===== src/rtl/motor_pwm_ramp.sv =====
// Multi-channel H-bridge PWM driver: one shared period counter, per-channel duty
// ramping toward a commanded target, and ramp-down plus coast dead time on reversal.
module motor_pwm_ramp #(
  parameter int CHANNELS     = 2,
  parameter int PERIOD       = 1000000,
  parameter int CNT_W        = 20,
  parameter int STEP         = 50000,
  parameter int DEAD_PERIODS = 4,
  parameter int CH_W         = (CHANNELS > 1) ? $clog2(CHANNELS) : 1
) (
  input  logic                clk,
  input  logic                rst_n,
  input  logic                estop,
  input  logic                cmd_valid,
  output logic                cmd_ready,
  input  logic [CH_W-1:0]     cmd_ch,
  input  logic                cmd_dir,
  input  logic [CNT_W-1:0]    cmd_duty,
  output logic                cmd_err,
  output logic                period_start,
  output logic [CHANNELS-1:0] motor_pwm,
  output logic [CHANNELS-1:0] motor_in1,
  output logic [CHANNELS-1:0] motor_in2
);

  localparam int unsigned      NCH       = CHANNELS;
  localparam int               DC_W      = (DEAD_PERIODS > 1) ? $clog2(DEAD_PERIODS) : 1;
  localparam logic [CNT_W-1:0] PERIOD_V  = CNT_W'(PERIOD);
  localparam logic [CNT_W-1:0] LAST_V    = CNT_W'(PERIOD - 1);
  localparam logic [CNT_W-1:0] STEP_V    = CNT_W'(STEP);
  localparam logic [DC_W-1:0]  DEAD_INIT = DC_W'(DEAD_PERIODS - 1);

  typedef enum logic {RUN, DEAD} state_t;

  logic [CNT_W-1:0] cnt_q;
  logic             wrap;
  logic             accept;
  logic             cmd_in_range;
  logic [CNT_W-1:0] cmd_duty_sat;

  logic [CNT_W-1:0] tgt_duty_q [CHANNELS];
  logic [CNT_W-1:0] tgt_duty_d [CHANNELS];
  logic             tgt_dir_q  [CHANNELS];
  logic             tgt_dir_d  [CHANNELS];
  logic [CNT_W-1:0] cur_duty_q [CHANNELS];
  logic [CNT_W-1:0] cur_duty_d [CHANNELS];
  logic             cur_dir_q  [CHANNELS];
  logic             cur_dir_d  [CHANNELS];
  state_t           state_q    [CHANNELS];
  state_t           state_d    [CHANNELS];
  logic [DC_W-1:0]  dead_cnt_q [CHANNELS];
  logic [DC_W-1:0]  dead_cnt_d [CHANNELS];

  assign wrap         = (cnt_q == LAST_V);
  assign accept       = cmd_valid && cmd_ready && !estop;
  assign cmd_in_range = (32'(cmd_ch) < NCH);
  assign cmd_duty_sat = (cmd_duty > PERIOD_V) ? PERIOD_V : cmd_duty;
  assign period_start = (cnt_q == '0);

  always_ff @(posedge clk) begin
    if (!rst_n) begin
      cnt_q     <= '0;
      cmd_ready <= 1'b0;
      cmd_err   <= 1'b0;
      for (int unsigned i = 0; i < NCH; i++) begin
        tgt_duty_q[i] <= '0;
        tgt_dir_q[i]  <= 1'b0;
        cur_duty_q[i] <= '0;
        cur_dir_q[i]  <= 1'b0;
        state_q[i]    <= RUN;
        dead_cnt_q[i] <= '0;
      end
    end else begin
      cnt_q     <= wrap ? '0 : cnt_q + 1'b1;
      cmd_ready <= !estop;
      cmd_err   <= accept && !cmd_in_range;
      for (int unsigned i = 0; i < NCH; i++) begin
        tgt_duty_q[i] <= tgt_duty_d[i];
        tgt_dir_q[i]  <= tgt_dir_d[i];
        cur_duty_q[i] <= cur_duty_d[i];
        cur_dir_q[i]  <= cur_dir_d[i];
        state_q[i]    <= state_d[i];
        dead_cnt_q[i] <= dead_cnt_d[i];
      end
    end
  end

  // Boundary decisions use the pre-edge targets, so a command landing on the
  // wrap edge only takes effect at the following boundary.
  always_comb begin
    for (int unsigned i = 0; i < NCH; i++) begin
      tgt_duty_d[i] = tgt_duty_q[i];
      tgt_dir_d[i]  = tgt_dir_q[i];
      cur_duty_d[i] = cur_duty_q[i];
      cur_dir_d[i]  = cur_dir_q[i];
      state_d[i]    = state_q[i];
      dead_cnt_d[i] = dead_cnt_q[i];

      if (accept && cmd_in_range && (32'(cmd_ch) == i)) begin
        tgt_duty_d[i] = cmd_duty_sat;
        tgt_dir_d[i]  = cmd_dir;
      end

      if (wrap) begin
        case (state_q[i])
          DEAD: begin
            if (dead_cnt_q[i] == '0) begin
              cur_dir_d[i] = tgt_dir_q[i];
              state_d[i]   = RUN;
            end else begin
              dead_cnt_d[i] = dead_cnt_q[i] - 1'b1;
            end
          end
          default: begin
            if (tgt_dir_q[i] != cur_dir_q[i]) begin
              if (cur_duty_q[i] != '0) begin
                cur_duty_d[i] = (cur_duty_q[i] > STEP_V) ? cur_duty_q[i] - STEP_V : '0;
              end else begin
                state_d[i]    = DEAD;
                dead_cnt_d[i] = DEAD_INIT;
              end
            end else if (cur_duty_q[i] < tgt_duty_q[i]) begin
              cur_duty_d[i] = (tgt_duty_q[i] - cur_duty_q[i] > STEP_V)
                            ? cur_duty_q[i] + STEP_V : tgt_duty_q[i];
            end else if (cur_duty_q[i] > tgt_duty_q[i]) begin
              cur_duty_d[i] = (cur_duty_q[i] - tgt_duty_q[i] > STEP_V)
                            ? cur_duty_q[i] - STEP_V : tgt_duty_q[i];
            end
          end
        endcase
      end

      if (estop) begin
        cur_duty_d[i] = '0;
        tgt_duty_d[i] = '0;
        state_d[i]    = RUN;
        dead_cnt_d[i] = '0;
      end
    end
  end

  always_comb begin
    motor_pwm = '0;
    motor_in1 = '0;
    motor_in2 = '0;
    for (int unsigned i = 0; i < NCH; i++) begin
      motor_pwm[i] = (cnt_q < cur_duty_q[i]);
      motor_in1[i] = (state_q[i] == RUN) && (cur_duty_q[i] != '0) && !cur_dir_q[i];
      motor_in2[i] = (state_q[i] == RUN) && (cur_duty_q[i] != '0) &&  cur_dir_q[i];
    end
  end

endmodule

===== config.mk =====
export PLATFORM = sky130hd
export DESIGN_NAME = motor_pwm_ramp
export DESIGN_NICKNAME = d
export VERILOG_FILES = /design/src/rtl/motor_pwm_ramp.sv
export SDC_FILE = /design/constraint.sdc
export NUM_CORES = 1
export LEC_CHECK = 0
export ABC_CLOCK_PERIOD_IN_PS = 4010
export BUFFER_PORTS_ARGS = -buffer_cell sky130_fd_sc_hd__buf_4
export CELL_PAD_IN_SITES_DETAIL_PLACEMENT = 2
export CELL_PAD_IN_SITES_GLOBAL_PLACEMENT = 2
export CORE_AREA = 2 2 180 182
export CTS_BUF_LIST = sky130_fd_sc_hd__clkbuf_4 sky130_fd_sc_hd__clkbuf_8
export DETAILED_ROUTE_END_ITERATION = 16
export DIE_AREA = 0 0 182 184
export GPL_TIMING_DRIVEN = 0
export PLACE_DENSITY_LB_ADDON = 0.05
export SLEW_MARGIN = 20
export SYNTH_ARGS = -nofsm -noshare
export SYNTH_HDL_FRONTEND = slang
export SYNTH_SLANG_ARGS = --single-unit

===== constraint.sdc =====
create_clock -name clk -period 4.01 [get_ports clk]
set_clock_uncertainty 0.05 [all_clocks]
set_input_delay 0.401 -clock clk [delete_from_list [all_inputs] [get_ports clk]]
set_output_delay 0.401 -clock clk [all_outputs]
set_load 0.02 [all_outputs]

[Word-level counts from Yosys, hierarchy flattened]
Memory sizes are Yosys's and may differ from the RTL's.
Index checks and enable logic that the tools add are counted.
Cells by class
  muxes and demuxes: 71
  multipliers: 0
  div/mod/pow operators: 0
  shift-type cells: 0
  reduce and logical (&&, ||, !) cells: 19
  add/sub/neg operators: 11
  bitwise gates (word level): 16
  equality and inequality tests: 3
  order comparisons: 13
Operators by type and width (number)
  $mux 20: 29
  $gt 20x16->1 const B: 6
  $lt 20x20->1: 4
  $sub 20x20->20: 4
  $add 20x16->20 const B: 2
  $gt 20x20->1: 2
  $reduce_bool 20->1: 2
  $sub 20x16->20 const B: 2
  $mux 1: 28
  $mux 2: 14
  $add 20x1->20 const B: 1
  $eq 20x20->1 const B: 1
  $gt 20x20->1 const B: 1
  $logic_not 20->1: 1
  $or 1x1->1: 12
  $logic_and 1x1->1: 10
  $logic_not 2->1: 2
  $not 1->1: 4
  $sub 2x1->2 const B: 2
  $logic_not 1->1: 3
  $ne 1x1->1: 2
  $reduce_or 2->1: 1
Storage, ports and cells
  ROM bits: 0
  latch bits: 0
  memory bits (writable): 90
  bits in registers: 21
  bits of input ports: 26
  output and inout bits: 9
  memories: 6
  logic and storage cells: 141
Memory list
  cur_duty_q: words 2, bits a word 20, read ports 2, clocked after Yosys merged registers in 0, write ports 2, line 45  | logic [CNT_W-1:0] cur_duty_q [CHANNELS];
  tgt_duty_q: words 2, bits a word 20, read ports 2, clocked after Yosys merged registers in 0, write ports 2, line 41  | logic [CNT_W-1:0] tgt_duty_q [CHANNELS];
  dead_cnt_q: words 2, bits a word 2, read ports 2, clocked after Yosys merged registers in 0, write ports 2, line 51  | logic [DC_W-1:0] dead_cnt_q [CHANNELS];
  cur_dir_q: words 2, bits a word 1, read ports 2, clocked after Yosys merged registers in 0, write ports 2, line 47  | logic cur_dir_q [CHANNELS];
  state_q: words 2, bits a word 1, read ports 2, clocked after Yosys merged registers in 0, write ports 2, line 49  | state_t state_q [CHANNELS];
  tgt_dir_q: words 2, bits a word 1, read ports 2, clocked after Yosys merged registers in 0, write ports 2, line 43  | logic tgt_dir_q [CHANNELS];

[Longest topological paths before layout]
Gate-level depths: netlist of the first run.
An unclocked memory read counts as a cell.
  depth after elaboration: 11
  mapped depth: 16

[Worst setup path after synthesis of the first run]
No wires, ideal clock.
  path type: reg2reg
  from: mem tgt_duty_q[0][1]
  to: mem cur_duty_q[0][17]
  setup slack: 769 ps
  cell stages (with the launch flop): 15
  arrival: 3122 ps
  buffers on the path: 1
  required time: 3891 ps
  setup time: 69 ps
  clock period less this slack: 3241 ps
  path through: dfxtp_1 inv_1 ha_1 nor2b_4 o21ba_4 o21ai_4 a211oi_2 or4_1 a211oi_2 o21ai_1 a21o_1 buf_6 and3_1 or4_1 o21ai_1
RTL lines (line)
  start, declared: 41
  end, declared: 45

==> results.json, run 1 <==
{
  "status": "finished, final reports clean",
  "yosys_register_bits": 111,
  "worstSetupPathType": "flip-flop to flip-flop",
  "cp_max_fo": 9,
  "cpPeakStageDelay_ns": 0.39,
  "arrival_ns": 4.14,
  "die-area_um2": 33500,
  "drc_errors": 0,
  "hp-class": "input port to flip-flop",
  "grt.total_usage_pct": 31.5,
  "path_cells": "inv_1 -> ha_1 -> buf_2 -> and3_1 -> a21bo_2 -> a21o_1 -> a21o_1 -> and3_1 -> nor4_1 -> a31o_2 -> and3_1 -> clkbuf_4 -> nor2_1 -> a2111oi_0 -> nor3_1",
  "maxCapViolations": 0,
  "cpLargestDelayFamily": "compound AO/OA/AOI/OAI gates",
  "drv_slew": 0,
  "crit_slowest_cell": "dfxtp_2",
  "cts-root-buf": "clkbuf_8",
  "die_w_um": 182,
  "synth_edf_count": 0,
  "numPortBuffers": 33,
  "grt_first_pass_wirelength_um": 81300,
  "n_fill_cell": 3826,
  "nNetsFinal": 1857,
  "required_ns": 4.23,
  "path_depth": 15,
  "synth_area_um2": 11900,
  "rsz0062_at_grt": "true",
  "min_period_ns": 3.92,
  "rows": 65,
  "grt_pass1_vias": 13735,
  "path_clk_slew_ns": 0.13,
  "cp_common_cell": "and3_1",
  "diodes": 0,
  "peakVddDrop_mv": 0.148,
  "antenna_found_initial": 0,
  "r2r_cells": 15,
  "finalSetupViolations": 0,
  "syn_avg_cell_area_um2": 7.21,
  "dr.pass1.iters": 5,
  "grt-ovfl-total": 0,
  "fmax_mhz": 255,
  "yosys.cell_types.count": 93,
  "worstSetupStartpointType": "flip-flop",
  "period_share_pct": 97.7,
  "io_pins": 35,
  "ant_nets": 0,
  "synth_top_cell_by_area": "dfxtp_1",
  "syn-instance-count": 1648,
  "cts_sinks": 111,
  "holdWs_ns": 0.175,
  "clock_latency_ns": 0.45,
  "synth_top_area_share_pct": 18.7,
  "tightest_slew_ns": 1.43,
  "gp_congestion": 0.925,
  "mostFrequentLayoutCells": "nand2_1, a21oi_1, ha_1",
  "vias": 13005,
  "power_mw": 2.45,
  "relSlewSlack_pct": 3.62,
  "setup_slack_ns": 0.0921,
  "ctsHtreeMaxLevel": 3,
  "coreArea_um2": 31400,
  "ys.flop_type": "dfxtp_1",
  "cts_tree": "done",
  "place_ws_ns": -0.518,
  "drt_wl_total_um": 53200,
  "cp-end-kind": "flip-flop",
  "synth.area.top_cells": "dfxtp_1, ha_1, a21oi_1",
  "post_drt_wl_per_cell_um": 25.2,
  "drive_above_1_share_pct": 13.5,
  "seq_area_frac_synth_pct": 18.7,
  "initial_core_util_pct": 37.8,
  "hold_violations": 0,
  "dr.first_iter.drc_count": 726,
  "holdPathStages": 3,
  "numCtsBuffers": 9,
  "synth_fp_nets": 1804,
  "ys_warn_count": 0,
  "cp_num_buf_inv": 3,
  "final_common_cell": "nand2_1",
  "fp.dieH_um": 184,
  "tns_ns": 0,
  "drt-vias-per-instance": 6.17,
  "p_leak_nw": 5.20,
  "dp_hpwl_um": 42600,
  "p_per_area_nw_per_um2": 184,
  "syn2layout_area_growth_pct": 12.1,
  "async_flop_share_pct": 0,
  "grt_start_max_net_pins": 21,
  "clock_path_buffers": 2
}
[sequential cells by signal (all words and copies together), names as in the netlist]
| signal | count |
|---|---|
| dead_cnt_q | 4 |
| tgt_duty_q | 40 |
| state_q | 2 |
| cnt_q | 20 |
| cmd_ready | 1 |
| cur_dir_q | 2 |
| cur_duty_q | 40 |
| tgt_dir_q | 2 |
[layout make-up]
class                      count  area, µm²  area share, %
buffer                        94        480           3.61
clock buffer                  10        131          0.987
clock inverter                 6       87.6          0.658
inverter                     103        387           2.90
multi-input combinational   1337       9120           68.5
sequential                   111       2250           16.9
tap                          402        503           3.78
timing repair buffer          45        350           2.63
[worst min-delay path, delay by kind of cell]
| family | cells | cell delay [ns] |
|---|---|---|
| and+or+nand+nor | 1 | 0.05 |
| buffers and inverters | 1 | 0.12 |
| AOI/OAI and AO/OA | 1 | 0.05 |
[kinds of logic (layout without fill, tap and decap cells)]
group           count (synthesis)  count (layout)  synth area share [%]
flops                         111             111                  18.7
xor+xnor                       93              93                  6.86
fa+ha+maj                     130             130                  13.8
simple gates                  564             564                  23.1
mux                             6               6                 0.527
compound gates                543             543                  29.9
buf+inv                       200             258                  7.07
other cells                     1               1                0.0316
[what timing repair did]
action / 4_1_cts / 5_1_grt
hold buffers: 0 / 0
setup buffers: 2 / 9
resized for setup: 34 / 100
pin swaps: 1 / 13
setup endpoints to repair: 40 / 42
hold endpoints to repair: 0 / 0
[per-layer routing]
layer | global-route usage [%] | vias to the layer above | routed length, µm
li1 | - | 6074 | -
met2 | 53.8 | 250 | 25500
met1 | 39.6 | 6574 | 23500
met4 | 14.9 | 0 | 2360
met5 | 0 | - | 0
met3 | 3.76 | 107 | 1820
[Yosys cell counts (11+ instances only)]
library cell / instances
a211oi_1: 20
a21o_1: 52
a21oi_1: 147
a22oi_1: 11
a31oi_1: 36
and2_1: 12
and3_1: 21
buf_2: 22
clkbuf_1: 63
dfxtp_1: 111
ha_1: 128
inv_1: 102
nand2_1: 172
nand2b_1: 11
nand3_1: 73
nand4_1: 28
nor2_1: 113
nor2b_1: 21
nor3_1: 46
nor4_1: 18
o21a_1: 17
o21ai_0: 122
o31ai_1: 11
or3_1: 11
xnor2_1: 63
xor2_1: 30
[through the flow]
stage | instances | util [%] | cell area (µm²)
after floorplan | 1648 | - | 11900
after global placement | 2083 | 40.2 | 12600
after detailed placement | 2084 | 40.3 | 12600
after CTS | 2100 | 41.4 | 13000
after global routing | 2108 | 42.4 | 13300
final | 2108 | 42.4 | 13300
[final timing paths]
check / slack [ns] / end / startpoint
worst max-delay path: 0.09 / cur_duty_q[0][35]$_SDFFE_PP0P_ / tgt_duty_q[0][22]$_SDFFE_PP0P_
worst min-delay path: 0.18 / tgt_duty_q[0][19]$_SDFFE_PP0P_ / cmd_duty[19]
worst max register to register: 0.09 / cur_duty_q[0][35]$_SDFFE_PP0P_ / tgt_duty_q[0][22]$_SDFFE_PP0P_
worst min register to register: 0.42 / tgt_duty_q[0][19]$_SDFFE_PP0P_ / tgt_duty_q[0][19]$_SDFFE_PP0P_
[power by group]
part / internal, mW / switching (mW)
Sequential: 1.11 / 0.0130
Clock: 0.315 / 0.504
Combinational: 0.200 / 0.313
Note: power is estimated with default switching activity, not from simulation.
==> run 2: changes to the inputs <==
- REMOVE_ABC_BUFFERS: unset -> 1
==> results.json, run 2 (synthesized netlist as in run 1, its figures left out) <==
{
  "status": "finished, final reports clean",
  "numPortBuffers": 33,
  "ctsHtreeMaxLevel": 3,
  "drv_slew": 0,
  "grt-ovfl-total": 0,
  "r2r_cells": 14,
  "tightest_slew_ns": 1.08,
  "gp_congestion": 0.853,
  "drt-vias-per-instance": 6.28,
  "grt_first_pass_wirelength_um": 78700,
  "drt_wl_total_um": 51100,
  "io_pins": 35,
  "antenna_found_initial": 0,
  "fin_util_pct": 41.9,
  "die-area_um2": 33500,
  "rows": 65,
  "dr.pass1.iters": 5,
  "worstSetupPathType": "flip-flop to flip-flop",
  "cts-root-buf": "clkbuf_8",
  "die_w_um": 182,
  "rr_startpoint": "tgt_duty_q[0][20]$_SDFFE_PP0P_",
  "holdPathStages": 3,
  "holdPathEnd": "tgt_duty_q[0][39]$_SDFFE_PP0P_",
  "rrSetupSlack_ns": 0.12,
  "cts_sinks": 111,
  "ant_nets": 0,
  "p_per_area_nw_per_um2": 179,
  "grt.total_usage_pct": 30.2,
  "period_share_pct": 97.1,
  "coreArea_um2": 31400,
  "hp-class": "input port to flip-flop",
  "maxCapViolations": 0,
  "finalSetupViolations": 0,
  "power_mw": 2.36,
  "fp.dieH_um": 184,
  "ctsHoldBuffers": 0,
  "fmax_mhz": 257,
  "drc_errors": 0,
  "arrival_ns": 4.15,
  "dr.first_iter.drc_count": 628,
  "final_common_cell": "nand2_1",
  "cp_max_fo": 20,
  "worstSetupStartpointType": "flip-flop",
  "hp-start": "cmd_duty[19]",
  "relSlewSlack_pct": 27.8,
  "rr_endpoint": "cur_duty_q[0][21]$_SDFFE_PP0P_",
  "vias": 12771,
  "peakVddDrop_mv": 0.151,
  "clock_latency_ns": 0.41,
  "initial_core_util_pct": 37.8,
  "path_clk_slew_ns": 0.12,
  "dp_hpwl_um": 40000,
  "grt_pass1_vias": 13549,
  "cp-end-kind": "flip-flop",
  "numCtsBuffers": 9,
  "min_period_ns": 3.89,
  "required_ns": 4.27,
  "clock_path_buffers": 2,
  "grt_start_max_net_pins": 47,
  "cts_tree": "done",
  "drive_above_1_share_pct": 13.4,
  "nNetsFinal": 1783,
  "syn2layout_area_growth_pct": 10.9,
  "hold_violations": 0,
  "reg_top3": "cur_duty_q: 40 flops, tgt_duty_q: 40 flops, cnt_q: 20 flops",
  "post_drt_wl_per_cell_um": 25.1,
  "p_leak_nw": 5.01,
  "mostFrequentLayoutCells": "nand2_1, a21oi_1, nor2_1",
  "diodes": 0
}
-- run 2: changes by cell type in the layout (fill, tap and decap cells not counted), sizes merged --
cell,change
inv,+1
clkbuf,-67
buf,-7
bufinv,-1
-- run 2: critical path, cell delays in order, from the launching register on --
cell       delay, ns
dfxtp_2         0.40
inv_1           0.06
ha_1            0.24
fa_1            0.43
nor2b_2         0.20
o2111ai_2       0.22
a32oi_2         0.33
mux2i_1         0.13
o211a_1         0.22
a21oi_1         0.25
a311o_2         0.35
nand2_8         0.16
o31ai_1         0.31
a21oi_2         0.16
a22o_1          0.26
-- run 2: final cells by class --
class	instances	area, µm²
flip-flops and latches	111	2240
inverters	103	388
clock buffers	10	138
repair buffers	65	523
fillers	3667	18200
well taps	402	503
clock inverters	6	50.0
multi-input cells	1337	9320
-- run 2: what timing repair did --
action,in CTS,in global routing
setup buffers,17,6
pin swaps,6,11
endpoints found under the setup margin,40,42
hold endpoints to repair,0,0
resized for setup,45,71
-- run 2: worst max-delay path by stage --
stage / from / depth (start not counted) / endpoint
6_report: tgt_duty_q[0][20]$_SDFFE_PP0P_ / 14 / cur_duty_q[0][21]$_SDFFE_PP0P_
3_5_place_dp: cur_duty_q[0][8]$_SDFFE_PP0P_ / 12 / cur_duty_q[0][12]$_SDFFE_PP0P_
2_1_floorplan: tgt_duty_q[0][1]$_SDFFE_PP0P_ / 13 / cur_duty_q[0][0]$_SDFFE_PP0P_
3_3_place_gp: estop / 7 / cur_duty_q[0][39]$_SDFFE_PP0P_
4_1_cts: cur_duty_q[0][21]$_SDFFE_PP0P_ / 13 / motor_pwm[1]
5_1_grt: tgt_duty_q[0][20]$_SDFFE_PP0P_ / 15 / cur_duty_q[0][35]$_SDFFE_PP0P_
-- run 2: stage by stage --
step	setup slack (ns)	setup TNS (ns)	hold WS, ns	std cells	area, µm²
2_1_floorplan	0.431	0	0.386	1551	11400
3_3_place_gp	-1.85	-57.94	0.396	1986	12200
3_5_place_dp	-0.905	-27.10	0.418	1995	12400
4_1_cts	0.00437	0	0.178	2028	12800
5_1_grt	-0.0604	-0.254	0.201	2034	13200
6_report	0.115	0	0.204	2034	13200
-- run 2: routing by layer --
metal	vias to the layer above	track usage [%]	routed length, µm
li1	5915	-	-
met1	6479	34.8	21000
met2	268	56.1	26100
met3	109	2.99	1640
met4	0	14.3	2380
met5	-	0	0
-- run 2: where the power goes --
group          leakage (nW)  internal [mW]  switching (mW)
logic                  4.01          0.202           0.317
clock network        0.0956          0.255           0.469
registers             0.904           1.11          0.0104
==> run 3: changes to the inputs <==
- CTS_BUF_LIST: sky130_fd_sc_hd__clkbuf_4 sky130_fd_sc_hd__clkbuf_8 -> sky130_fd_sc_hd__clkbuf_16
==> results.json, run 3 (synthesized netlist as in run 1, its figures left out) <==
{
  "ant_nets": 0,
  "coreArea_um2": 31400,
  "cp_max_fo": 7,
  "nNetsFinal": 1784,
  "mostFrequentLayoutCells": "nand2_1, a21oi_1, nor2_1",
  "required_ns": 4.23,
  "p_per_area_nw_per_um2": 194,
  "seqPwrFrac_pct": 43.5,
  "wl_met1_um": 21400,
  "dp_hpwl_um": 40000,
  "p_sw_uw": 825,
  "power_switching_share_pct": 32.2,
  "diodes": 0,
  "worstSetupPathType": "flip-flop to flip-flop",
  "grt_start_max_net_pins": 47,
  "min_period_ns": 3.87,
  "arrival_ns": 4.09,
  "cp-end-kind": "flip-flop",
  "combPwrFrac_pct": 20.2,
  "grt_pass1_vias": 13540,
  "crit_slowest_cell": "a311oi_2",
  "setup_slack_ns": 0.137,
  "cts_sinks": 111,
  "ctsHtreeMaxLevel": 3,
  "rsz0062_at_grt": "true",
  "placed_cells": 1995,
  "fin_util_pct": 42.2,
  "grt.total_usage_pct": 30.3,
  "worstSetupStartpointType": "flip-flop",
  "maxCapViolations": 0,
  "hold_violations": 0,
  "numPortBuffers": 33,
  "final_area_um2": 13300,
  "post_drt_wl_per_cell_um": 25.2,
  "clock_path_buffers": 2,
  "antenna_found_initial": 0,
  "period_share_pct": 96.6,
  "grt_first_pass_wirelength_um": 78800,
  "route.met2.wl_um": 26300,
  "place_area_um2": 12400,
  "hp-class": "input port to flip-flop",
  "rows": 65,
  "drt-vias-per-instance": 6.25,
  "cts_tree": "done",
  "holdWs_ns": 0.250,
  "clkPwrFrac_pct": 36.3,
  "peakVddDrop_mv": 0.168,
  "status": "finished, final reports clean",
  "relSlewSlack_pct": 27.2,
  "cpPeakStageDelay_ns": 0.46,
  "drv_slew": 0,
  "final_common_cell": "nand2_1",
  "n_fill_cell": 3655,
  "tightest_slew_ns": 1.09,
  "cts-root-buf": "clkbuf_16",
  "path_clk_slew_ns": 0.08,
  "dr.pass1.iters": 5,
  "met3_length_um": 1370,
  "p_int_mw": 1.74,
  "ctsHoldBuffers": 0,
  "vias": 12720,
  "numCtsBuffers": 9,
  "die_w_um": 182,
  "clock_latency_ns": 0.37,
  "gp_congestion": 0.853,
  "p_leak_nw": 5.06,
  "path_cells": "inv_1 -> ha_1 -> nor2b_4 -> o31a_1 -> o41a_1 -> a311oi_2 -> o211ai_1 -> a311oi_2 -> o21ai_4 -> buf_4 -> a21oi_1 -> nor3b_2 -> buf_4 -> o31ai_1",
  "drt_wl_total_um": 51200,
  "finalSetupViolations": 0,
  "top_layer": "met4",
  "reg_top3": "cur_duty_q: 40 flops, tgt_duty_q: 40 flops, cnt_q: 20 flops",
  "fp.dieH_um": 184,
  "dr.first_iter.drc_count": 580,
  "drive_above_1_share_pct": 12.7,
  "die-area_um2": 33500,
  "fmax_mhz": 258,
  "syn2layout_area_growth_pct": 11.6,
  "final_cells": 2035,
  "drc_errors": 0,
  "grt-ovfl-total": 0,
  "initial_core_util_pct": 37.8,
  "io_pins": 35,
  "place_ws_ns": -0.905
}
-- run 3: cell count changes in the layout (fill, tap and decap cells not counted), moves of 2 or more --
cell	delta
a2111oi_0	-2
a2111oi_1	+2
ha_2	-3
dfxtp_2	-9
clkbuf_8	-10
ha_1	+2
clkbuf_16	+9
dfxtp_1	+9
-- run 3: routing by layer --
metal	global-route usage, %	vias to the layer above
met5	0	-
met4	14.2	0
met3	2.99	99
met2	56.2	219
met1	34.9	6469
li1	-	5933
-- run 3: critical path, delay by kind of cell (launching register included) --
family | cells | cell delay [ns]
AO/OA/AOI/OAI | 8 | 2.27
buffers and inverters | 3 | 0.46
flip-flops | 1 | 0.40
adder cells (fa/ha/maj) | 1 | 0.36
AND/OR/NAND/NOR | 2 | 0.23
-- run 3: worst paths after layout --
kind	from	end	slack (ns)	cells after the start
worst max-delay path	tgt_duty_q[0][1]$_SDFFE_PP0P_	cur_duty_q[0][3]$_SDFFE_PP0P_	0.14	14
worst min-delay path	cmd_duty[19]	tgt_duty_q[0][39]$_SDFFE_PP0P_	0.25	3
worst max register to register	tgt_duty_q[0][1]$_SDFFE_PP0P_	cur_duty_q[0][3]$_SDFFE_PP0P_	0.14	14
worst min register to register	tgt_duty_q[0][19]$_SDFFE_PP0P_	tgt_duty_q[0][19]$_SDFFE_PP0P_	0.42	2
-- run 3: per-stage QoR --
step	total power, mW	setup TNS (ns)
3_5_place_dp	1.59	-27.10
2_1_floorplan	1.42	0
3_3_place_gp	1.57	-57.94
6_report	2.57	0
5_1_grt	2.66	-0.192
4_1_cts	2.56	0
-- run 3: power by group through the flow --
stage / logic (mW) / clock network [mW] / registers (mW)
finish: 0.518 / 0.931 / 1.12
global route: 0.555 / 0.983 / 1.12
CTS: 0.497 / 0.948 / 1.12
detailed placement: 0.448 / 0 / 1.14
global placement: 0.430 / 0 / 1.14
floorplan: 0.277 / 0 / 1.14
-- run 3: timing repair --
action / CTS / global route
setup buffers: 16 / 7
gates cloned: 0 / 1
pin swaps: 6 / 12
setup endpoints to repair: 40 / 41
resized for setup: 45 / 61
-- run 3: final cells by class --
class | instances | area (µm²) | share of cell area [%]
multi-input cells | 1338 | 9330 | 70.4
flip-flops and latches | 111 | 2230 | 16.8
repair buffers | 65 | 523 | 3.95
well taps | 402 | 503 | 3.79
inverters | 103 | 388 | 2.93
clock buffers | 9 | 225 | 1.70
clock inverters | 7 | 53.8 | 0.406
